==> src/rtl/alu_seq_pkg.sv <==
// Shared types and constants for the ALU issue/capture sequencer.
package alu_seq_pkg;

    localparam int unsigned W_DEF     = 4;
    localparam int unsigned CNT_W_DEF = 8;

    typedef enum logic [1:0] {
        ST_IDLE = 2'd0,
        ST_EXEC = 2'd1,
        ST_RESP = 2'd2
    } state_t;

    // ALUop encodings as the downstream ALU sees them; the sequencer only forwards them.
    localparam logic [1:0] ALUOP_0 = 2'b00;
    localparam logic [1:0] ALUOP_1 = 2'b01;
    localparam logic [1:0] ALUOP_2 = 2'b10;
    localparam logic [1:0] ALUOP_3 = 2'b11;

endpackage

==> src/rtl/alu_seq_if.sv <==
// Command, ALU-side and response signals of the sequencer, bundled with
// a slave view (the sequencer) and a master view (its environment).
interface alu_seq_if
    import alu_seq_pkg::*;
#(
    parameter int unsigned W     = W_DEF,
    parameter int unsigned CNT_W = CNT_W_DEF
);
    logic             cmd_valid;
    logic             cmd_ready;
    logic [1:0]       cmd_aluop;
    logic             cmd_l;
    logic [W-1:0]     cmd_a;
    logic [W-1:0]     cmd_b;
    logic             cmd_src_acc;

    logic [W-1:0]     alu_a;
    logic [W-1:0]     alu_b;
    logic [1:0]       alu_op;
    logic             alu_l;
    logic [W-1:0]     alu_r;
    logic             alu_zero;
    logic             alu_carry;
    logic             alu_sign;

    logic             rsp_valid;
    logic             rsp_ready;
    logic [W-1:0]     rsp_r;
    logic             rsp_zero;
    logic             rsp_carry;
    logic             rsp_sign;

    logic [CNT_W-1:0] ops_done;

    modport slave (
        input  cmd_valid, cmd_aluop, cmd_l, cmd_a, cmd_b, cmd_src_acc,
        input  alu_r, alu_zero, alu_carry, alu_sign,
        input  rsp_ready,
        output cmd_ready, alu_a, alu_b, alu_op, alu_l,
        output rsp_valid, rsp_r, rsp_zero, rsp_carry, rsp_sign, ops_done
    );

    modport master (
        output cmd_valid, cmd_aluop, cmd_l, cmd_a, cmd_b, cmd_src_acc,
        output alu_r, alu_zero, alu_carry, alu_sign,
        output rsp_ready,
        input  cmd_ready, alu_a, alu_b, alu_op, alu_l,
        input  rsp_valid, rsp_r, rsp_zero, rsp_carry, rsp_sign, ops_done
    );

endinterface

==> src/rtl/alu_seq.sv <==
// Issue/capture sequencer in front of the combinational ALU: IDLE -> EXEC -> RESP.
// Optional accumulator operand source enabled by macro ALU_SEQ_ACC_EN.
module alu_seq
    import alu_seq_pkg::*;
#(
    parameter int unsigned W     = W_DEF,
    parameter int unsigned CNT_W = CNT_W_DEF
) (
    input  logic     clk,
    input  logic     reset,
    alu_seq_if.slave bus
);

    state_t           state_q;
    state_t           state_d;
    logic             load_cmd;
    logic             capture;
    logic             retire;

    logic             cmd_ready_q;
    logic [W-1:0]     operand_a;
    logic [W-1:0]     alu_a_q;
    logic [W-1:0]     alu_b_q;
    logic [1:0]       alu_op_q;
    logic             alu_l_q;
    logic             rsp_valid_q;
    logic [W-1:0]     rsp_r_q;
    logic             rsp_zero_q;
    logic             rsp_carry_q;
    logic             rsp_sign_q;
    logic [CNT_W-1:0] ops_done_q;

`ifdef ALU_SEQ_ACC_EN
    logic [W-1:0] acc_q;

    // Accumulator tracks the most recently captured result.
    always_ff @(posedge clk) begin
        if (reset) begin
            acc_q <= '0;
        end else if (capture) begin
            acc_q <= bus.alu_r;
        end
    end

    assign operand_a = bus.cmd_src_acc ? acc_q : bus.cmd_a;
`else
    logic unused_src_acc;
    assign unused_src_acc = bus.cmd_src_acc;
    assign operand_a      = bus.cmd_a;
`endif

    always_ff @(posedge clk) begin
        if (reset) begin
            state_q <= ST_IDLE;
        end else begin
            state_q <= state_d;
        end
    end

    always_comb begin
        state_d  = state_q;
        load_cmd = 1'b0;
        capture  = 1'b0;
        retire   = 1'b0;
        case (state_q)
            ST_IDLE: begin
                if (bus.cmd_valid) begin
                    load_cmd = 1'b1;
                    state_d  = ST_EXEC;
                end
            end
            ST_EXEC: begin
                capture = 1'b1;
                state_d = ST_RESP;
            end
            ST_RESP: begin
                if (bus.rsp_ready) begin
                    retire  = 1'b1;
                    state_d = ST_IDLE;
                end
            end
            default: state_d = ST_IDLE;
        endcase
    end

    // Operand issue, result capture and completion count.
    always_ff @(posedge clk) begin
        if (reset) begin
            cmd_ready_q <= 1'b1;
            alu_a_q     <= '0;
            alu_b_q     <= '0;
            alu_op_q    <= '0;
            alu_l_q     <= 1'b0;
            rsp_valid_q <= 1'b0;
            rsp_r_q     <= '0;
            rsp_zero_q  <= 1'b0;
            rsp_carry_q <= 1'b0;
            rsp_sign_q  <= 1'b0;
            ops_done_q  <= '0;
        end else begin
            cmd_ready_q <= (state_d == ST_IDLE);
            if (load_cmd) begin
                alu_a_q  <= operand_a;
                alu_b_q  <= bus.cmd_b;
                alu_op_q <= bus.cmd_aluop;
                alu_l_q  <= bus.cmd_l;
            end
            if (capture) begin
                rsp_valid_q <= 1'b1;
                rsp_r_q     <= bus.alu_r;
                rsp_zero_q  <= bus.alu_zero;
                rsp_carry_q <= bus.alu_carry;
                rsp_sign_q  <= bus.alu_sign;
            end
            if (retire) begin
                rsp_valid_q <= 1'b0;
                ops_done_q  <= ops_done_q + CNT_W'(1);
            end
        end
    end

    assign bus.cmd_ready = cmd_ready_q;
    assign bus.alu_a     = alu_a_q;
    assign bus.alu_b     = alu_b_q;
    assign bus.alu_op    = alu_op_q;
    assign bus.alu_l     = alu_l_q;
    assign bus.rsp_valid = rsp_valid_q;
    assign bus.rsp_r     = rsp_r_q;
    assign bus.rsp_zero  = rsp_zero_q;
    assign bus.rsp_carry = rsp_carry_q;
    assign bus.rsp_sign  = rsp_sign_q;
    assign bus.ops_done  = ops_done_q;

endmodule

==> src/flat_wrapper.sv <==
// flat-port wrapper written by rule: the top's interface ports become plain ports
module alu_seq_flat import alu_seq_pkg::*;
#(
    parameter int unsigned W     = W_DEF,
    parameter int unsigned CNT_W = CNT_W_DEF
)
  (clk, reset, bus_cmd_valid, bus_cmd_aluop, bus_cmd_l, bus_cmd_a, bus_cmd_b, bus_cmd_src_acc, bus_alu_r, bus_alu_zero, bus_alu_carry, bus_alu_sign, bus_rsp_ready, bus_cmd_ready, bus_alu_a, bus_alu_b, bus_alu_op, bus_alu_l, bus_rsp_valid, bus_rsp_r, bus_rsp_zero, bus_rsp_carry, bus_rsp_sign, bus_ops_done);
  alu_seq_if #(.W(W), .CNT_W(CNT_W)) bus_i ();
  input  logic clk;
  input  logic reset;
  input wire logic [$bits(bus_i.cmd_valid)-1:0] bus_cmd_valid;
  input wire logic [$bits(bus_i.cmd_aluop)-1:0] bus_cmd_aluop;
  input wire logic [$bits(bus_i.cmd_l)-1:0] bus_cmd_l;
  input wire logic [$bits(bus_i.cmd_a)-1:0] bus_cmd_a;
  input wire logic [$bits(bus_i.cmd_b)-1:0] bus_cmd_b;
  input wire logic [$bits(bus_i.cmd_src_acc)-1:0] bus_cmd_src_acc;
  input wire logic [$bits(bus_i.alu_r)-1:0] bus_alu_r;
  input wire logic [$bits(bus_i.alu_zero)-1:0] bus_alu_zero;
  input wire logic [$bits(bus_i.alu_carry)-1:0] bus_alu_carry;
  input wire logic [$bits(bus_i.alu_sign)-1:0] bus_alu_sign;
  input wire logic [$bits(bus_i.rsp_ready)-1:0] bus_rsp_ready;
  output wire logic [$bits(bus_i.cmd_ready)-1:0] bus_cmd_ready;
  output wire logic [$bits(bus_i.alu_a)-1:0] bus_alu_a;
  output wire logic [$bits(bus_i.alu_b)-1:0] bus_alu_b;
  output wire logic [$bits(bus_i.alu_op)-1:0] bus_alu_op;
  output wire logic [$bits(bus_i.alu_l)-1:0] bus_alu_l;
  output wire logic [$bits(bus_i.rsp_valid)-1:0] bus_rsp_valid;
  output wire logic [$bits(bus_i.rsp_r)-1:0] bus_rsp_r;
  output wire logic [$bits(bus_i.rsp_zero)-1:0] bus_rsp_zero;
  output wire logic [$bits(bus_i.rsp_carry)-1:0] bus_rsp_carry;
  output wire logic [$bits(bus_i.rsp_sign)-1:0] bus_rsp_sign;
  output wire logic [$bits(bus_i.ops_done)-1:0] bus_ops_done;
  assign bus_i.cmd_valid = bus_cmd_valid;
  assign bus_i.cmd_aluop = bus_cmd_aluop;
  assign bus_i.cmd_l = bus_cmd_l;
  assign bus_i.cmd_a = bus_cmd_a;
  assign bus_i.cmd_b = bus_cmd_b;
  assign bus_i.cmd_src_acc = bus_cmd_src_acc;
  assign bus_i.alu_r = bus_alu_r;
  assign bus_i.alu_zero = bus_alu_zero;
  assign bus_i.alu_carry = bus_alu_carry;
  assign bus_i.alu_sign = bus_alu_sign;
  assign bus_i.rsp_ready = bus_rsp_ready;
  assign bus_cmd_ready = bus_i.cmd_ready;
  assign bus_alu_a = bus_i.alu_a;
  assign bus_alu_b = bus_i.alu_b;
  assign bus_alu_op = bus_i.alu_op;
  assign bus_alu_l = bus_i.alu_l;
  assign bus_rsp_valid = bus_i.rsp_valid;
  assign bus_rsp_r = bus_i.rsp_r;
  assign bus_rsp_zero = bus_i.rsp_zero;
  assign bus_rsp_carry = bus_i.rsp_carry;
  assign bus_rsp_sign = bus_i.rsp_sign;
  assign bus_ops_done = bus_i.ops_done;
  alu_seq #(.W(W), .CNT_W(CNT_W)) u_core (.clk(clk), .reset(reset), .bus(bus_i));
endmodule
==> config.mk <==
export PLATFORM = sky130hd
export DESIGN_NAME = alu_seq_flat
export DESIGN_NICKNAME = d
export VERILOG_FILES = /design/src/rtl/alu_seq_pkg.sv /design/src/rtl/alu_seq_if.sv /design/src/rtl/alu_seq.sv /design/src/flat_wrapper.sv
export SDC_FILE = /design/constraint.sdc
export NUM_CORES = 1
export LEC_CHECK = 0
export CAP_MARGIN = 20
export CORE_UTILIZATION = 35
export CTS_BUF_LIST = sky130_fd_sc_hd__clkbuf_8
export DETAILED_ROUTE_END_ITERATION = 12
export GPL_ROUTABILITY_DRIVEN = 1
export PLACE_DENSITY = 0.7
export SETUP_SLACK_MARGIN = 0.1
export SYNTH_ARGS = -nofsm -noshare
export SYNTH_HDL_FRONTEND = slang
export SYNTH_SLANG_ARGS = --single-unit
==> constraint.sdc <==
create_clock -name clk -period 2.9 [get_ports clk]
set_input_delay 0.58 -clock clk [delete_from_list [all_inputs] [get_ports clk]]
set_output_delay 0.58 -clock clk [all_outputs]
set_load 0.01 [all_outputs]
## Yosys cells after proc, flatten, opt, wreduce, memory -nomap -nowiden

Cells that the tools add are included.

- Eq/ne operators: 2
- Multiplexer cells: 8
- Reduce and logical (&&, ||, !) cells: 3
- Add/subtract/negate cells: 1

Operators by type and width:

| cell | number |
|---|---|
| 8-bit by 1-bit adder with 8-bit output (second input constant) | 1 |
| 2-bit one-hot mux with 3 select lines | 1 |
| 1-bit two-way mux | 5 |
| 2-bit logical NOT | 2 |
| 2-bit two-way mux | 2 |
| 2-bit by 1-bit == test with 1-bit output (second input constant) | 1 |
| 2-bit == test (second input constant) | 1 |
| 2-bit OR reduction | 1 |

- Logic and storage cells: 26
- Input port bits: 23
- Bits in registers: 30
- Output and inout port bits: 28

## Longest topological paths before layout

- Word-level depth: 3
- Depth in mapped cells: 4
- Mapped depth without buffers: 4

## Least setup slack after synthesis

Ideal clock, no wire load.

- Path kind: input port to flip-flop
- Start point: in bus_cmd_valid
- End point: reg u_core.alu_a_q[0] (netlist: u_core.bus.alu_a[0])
- Stages on the path: 4
- Path slack: 1414 ps
- Required time: 2772 ps
- Buffers on the path: 1
- Data arrival time: 1358 ps
- Setup time: 128 ps
- Cell sequence: nor3b_1 buf_4 mux2i_1 nor2_1

- Word-level cells in the longest chain between the ends: 2

RTL lines:

| element | line | text |
|---|---|---|
| start: declaration | flat_wrapper.sv:11 | `input wire logic [$bits(bus_i.cmd_valid)-1:0] bus_cmd_valid;` |
| 1-bit two-way mux | alu_seq.sv:67 | `if (bus.cmd_valid) begin` |
| 1-bit two-way mux | alu_seq.sv:65 | `case (state_q)` |
| end signal: assignment | alu_seq.sv:103 | `alu_a_q <= operand_a;` |
| end: declaration | alu_seq.sv:22 | `logic [W-1:0] alu_a_q;` |

Every way passes these cells.
A chain may end at the register's enable or synchronous reset.

## Worst setup path in the final report

- Start point: reg u_core.ops_done_q[4] (netlist: u_core.bus.ops_done[4])
- End point: out bus_ops_done[4]

RTL lines:

| element | line | text |
|---|---|---|
| start: declaration | alu_seq.sv:31 | `logic [CNT_W-1:0] ops_done_q;` |
| start signal: assignment | alu_seq.sv:117 | `ops_done_q <= ops_done_q + CNT_W'(1);` |
| end: declaration | flat_wrapper.sv:32 | `output wire logic [$bits(bus_i.ops_done)-1:0] bus_ops_done;` |

No word-level cell between the ends.

==> flow_summary.json <==
{
  "outcome": "finished, final reports clean",
  "finalHoldViolCount": 0,
  "path_clk_slew_ns": 0.06,
  "mostFrequentLayoutCell": "clkdlybuf4s50_1",
  "criticalPathCategory": "register to primary output",
  "synth_edf_count": 0,
  "setup_violations": 0,
  "ys_top_cells_by_area": "dfxtp_1, mux2i_1, a21oi_1",
  "drive_gt1_share_pct": 7.65,
  "cp.required_ns": 2.32,
  "vias": 1000,
  "place.gp.congestion": 0.697,
  "cts_setup_buffers": 0,
  "synth_area_mm2": 0.00111,
  "start_kind": "register",
  "drv_slew": 0,
  "avgViaCountPerCell": 4.67,
  "mostFrequentLayoutCells": "clkdlybuf4s50_1, dfxtp_1, nor2_1, nand2_1, a21oi_1",
  "wire_per_inst_um": 11.6,
  "cts.sinks": 30,
  "grt_pass1_vias": 994,
  "core_mm2": 0.00303,
  "io_buffers": 49,
  "critPathMaxStageDelay_ns": 0.58,
  "multi_input_area_um2": 492,
  "grt_pass1_wl_um": 4190,
  "antenna_found_initial": 0,
  "syn_inst": 117,
  "die_y_um": 58.4,
  "avgSynthCellArea_um2": 9.52,
  "areaGrowthSynthToFinish_pct": 58.3,
  "seq_area_um2": 601,
  "tns_ns": 0,
  "htree_num_levels": 2,
  "synth_nets": 141,
  "fill_cells": 284,
  "n_antenna_cell": 0,
  "cp_cell_sequence": "clkdlybuf4s50_1",
  "clock_latency_ns": 0.28,
  "cts_buffer_depth": 2,
  "crit_arrival_ns": 1.27,
  "finalWorstPathRequiredPeriod_ns": 1.85,
  "worst_slew_pin_slew_ns": 0.642,
  "rsz0062_at_grt": "false",
  "p_leak_nw": 0.672,
  "dieWidth_um": 58.4,
  "crit_path_end_kind": "primary output",
  "fp-row-count": 20,
  "fin_skew_ns": 0.00223,
  "hold_path_class": "register to register",
  "slew_headroom_pct": 57.0,
  "ys.flop_type": "dfxtp_1",
  "synth_top_area_share_pct": 53.9,
  "drv_cap": 0,
  "start_util_pct": 36.8,
  "ys_ff_latch": 30,
  "crit_slowest_cell": "clkdlybuf4s50_1",
  "numCtsBuffers": 5,
  "drt-initial-drc-count": 22,
  "holdBufCountCts": 0,
  "grt_max_degree": 20,
  "drc": 0,
  "timing.final.crit_share_pct": 63.8,
  "timing.critical_path.buf_inv": 1,
  "cts_tree": "yes",
  "grt_usage_pct": 16.6,
  "io_pins": 51,
  "fin_hold_ws_ns": 0.455,
  "die_area_mm2": 0.00341,
  "cts_resized": 0,
  "hpwl_um": 1830,
  "async_flop_share_pct": 0,
  "crit_fanout": 6,
  "clock.fmax_ghz": 0.540,
  "antenna_left": 0,
  "gr-total-overflow": 0,
  "synth_cell_types": 23,
  "dr.pass1.iters": 4,
  "ir_drop_v": 0.000334,
  "ys.warnings.count": 0,
  "routed_wl_um": 2470,
  "yosysSeqAreaShare_pct": 53.9,
  "clk_root_buffer_cell": "clkbuf_8",
  "crit_family": "buffers and inverters",
  "powerDensity_mw_per_mm2": 545,
  "fin_nets": 193,
  "yosysTopAreaCell": "dfxtp_1"
}
==> routing by layer <==
metal  share of wire [%]  vias up  routed length (um)  track usage, %
met3                 7.1        8                 176            5.71
met1                  41      446                1020            17.3
met4                 2.5        0                  63            10.2
met5                   0        -                   0               0
li1                    -      505                   -               -
met2                  49       41                1220            28.6
==> synth_stat cells (2+ instances only) <==
cell      number
a21oi_1       13
buf_1          2
clkbuf_1       3
dfxtp_1       30
mux2i_1       12
nand2_1       16
nand4_1        2
nor2_1        16
o21ai_0        4
o31ai_1        2
or3_1          3
or4_1          2
xor2_1         2
==> path summary, 6_finish.rpt <==
path / from / endpoint / slack (ns) / cells past startpoint
setup reg to reg: u_core.bus.ops_done[0] / u_core.bus.ops_done[6] / 1.50 / 4
hold reg to reg: u_core.bus.rsp_sign / u_core.bus.rsp_sign / 0.45 / 2
setup / recovery: u_core.bus.ops_done[4] / bus_ops_done[4] / 1.05 / 1
hold / removal: u_core.bus.rsp_sign / u_core.bus.rsp_sign / 0.45 / 2
==> flip-flops by register name, summed over array words and instances, names as in the netlist <==
register              cells
u_core.bus.alu_a          4
u_core.bus.alu_b          4
u_core.bus.alu_l          1
u_core.bus.alu_op         2
u_core.bus.cmd_ready      1
u_core.bus.ops_done       8
u_core.bus.rsp_carry      1
u_core.bus.rsp_r          4
u_core.bus.rsp_sign       1
u_core.bus.rsp_valid      1
u_core.bus.rsp_zero       1
u_core.state_q            2
==> metrics by stage <==
stage                     area [um^2]  setup WS (ns)  power (mW)  utilization (%)  instances
after floorplan                  1110           1.41       0.506                -        117
after detailed placement         1650          0.855       0.581             54.6        206
after global placement           1650          0.902       0.577             54.6        206
after global routing             1760          0.994        1.01             58.2        214
after CTS                        1760           1.05       0.973             58.2        214
final                            1760           1.05       0.960             58.2        214
==> kinds of logic (layout without fill, tap and decap cells) <==
logic type / after synthesis / after routing / share of synthesized area (%)
xor+xnor: 2 / 2 / 1.57
simple gates: 47 / 47 / 21.2
compound gates: 19 / 19 / 8.99
buf+inv: 6 / 59 / 2.36
fa+ha+maj: 1 / 1 / 1.12
mux: 12 / 12 / 10.8
flops: 30 / 30 / 53.9
==> layout make-up <==
| type | instances | share of cell area (%) |
|---|---|---|
| clock buffer | 8 | 6.25 |
| multi-input combinational | 81 | 27.9 |
| sequential | 30 | 34.1 |
| tap | 44 | 3.12 |
| timing repair buffer | 51 | 28.7 |
==> power by group <==
| part | switching, mW | internal (mW) |
|---|---|---|
| clock network | 0.151 | 0.239 |
| registers | 0.0120 | 0.432 |
| logic | 0.0484 | 0.0771 |
| total | 0.211 | 0.749 |
No activity file was read; power rests on OpenSTA's default activity.
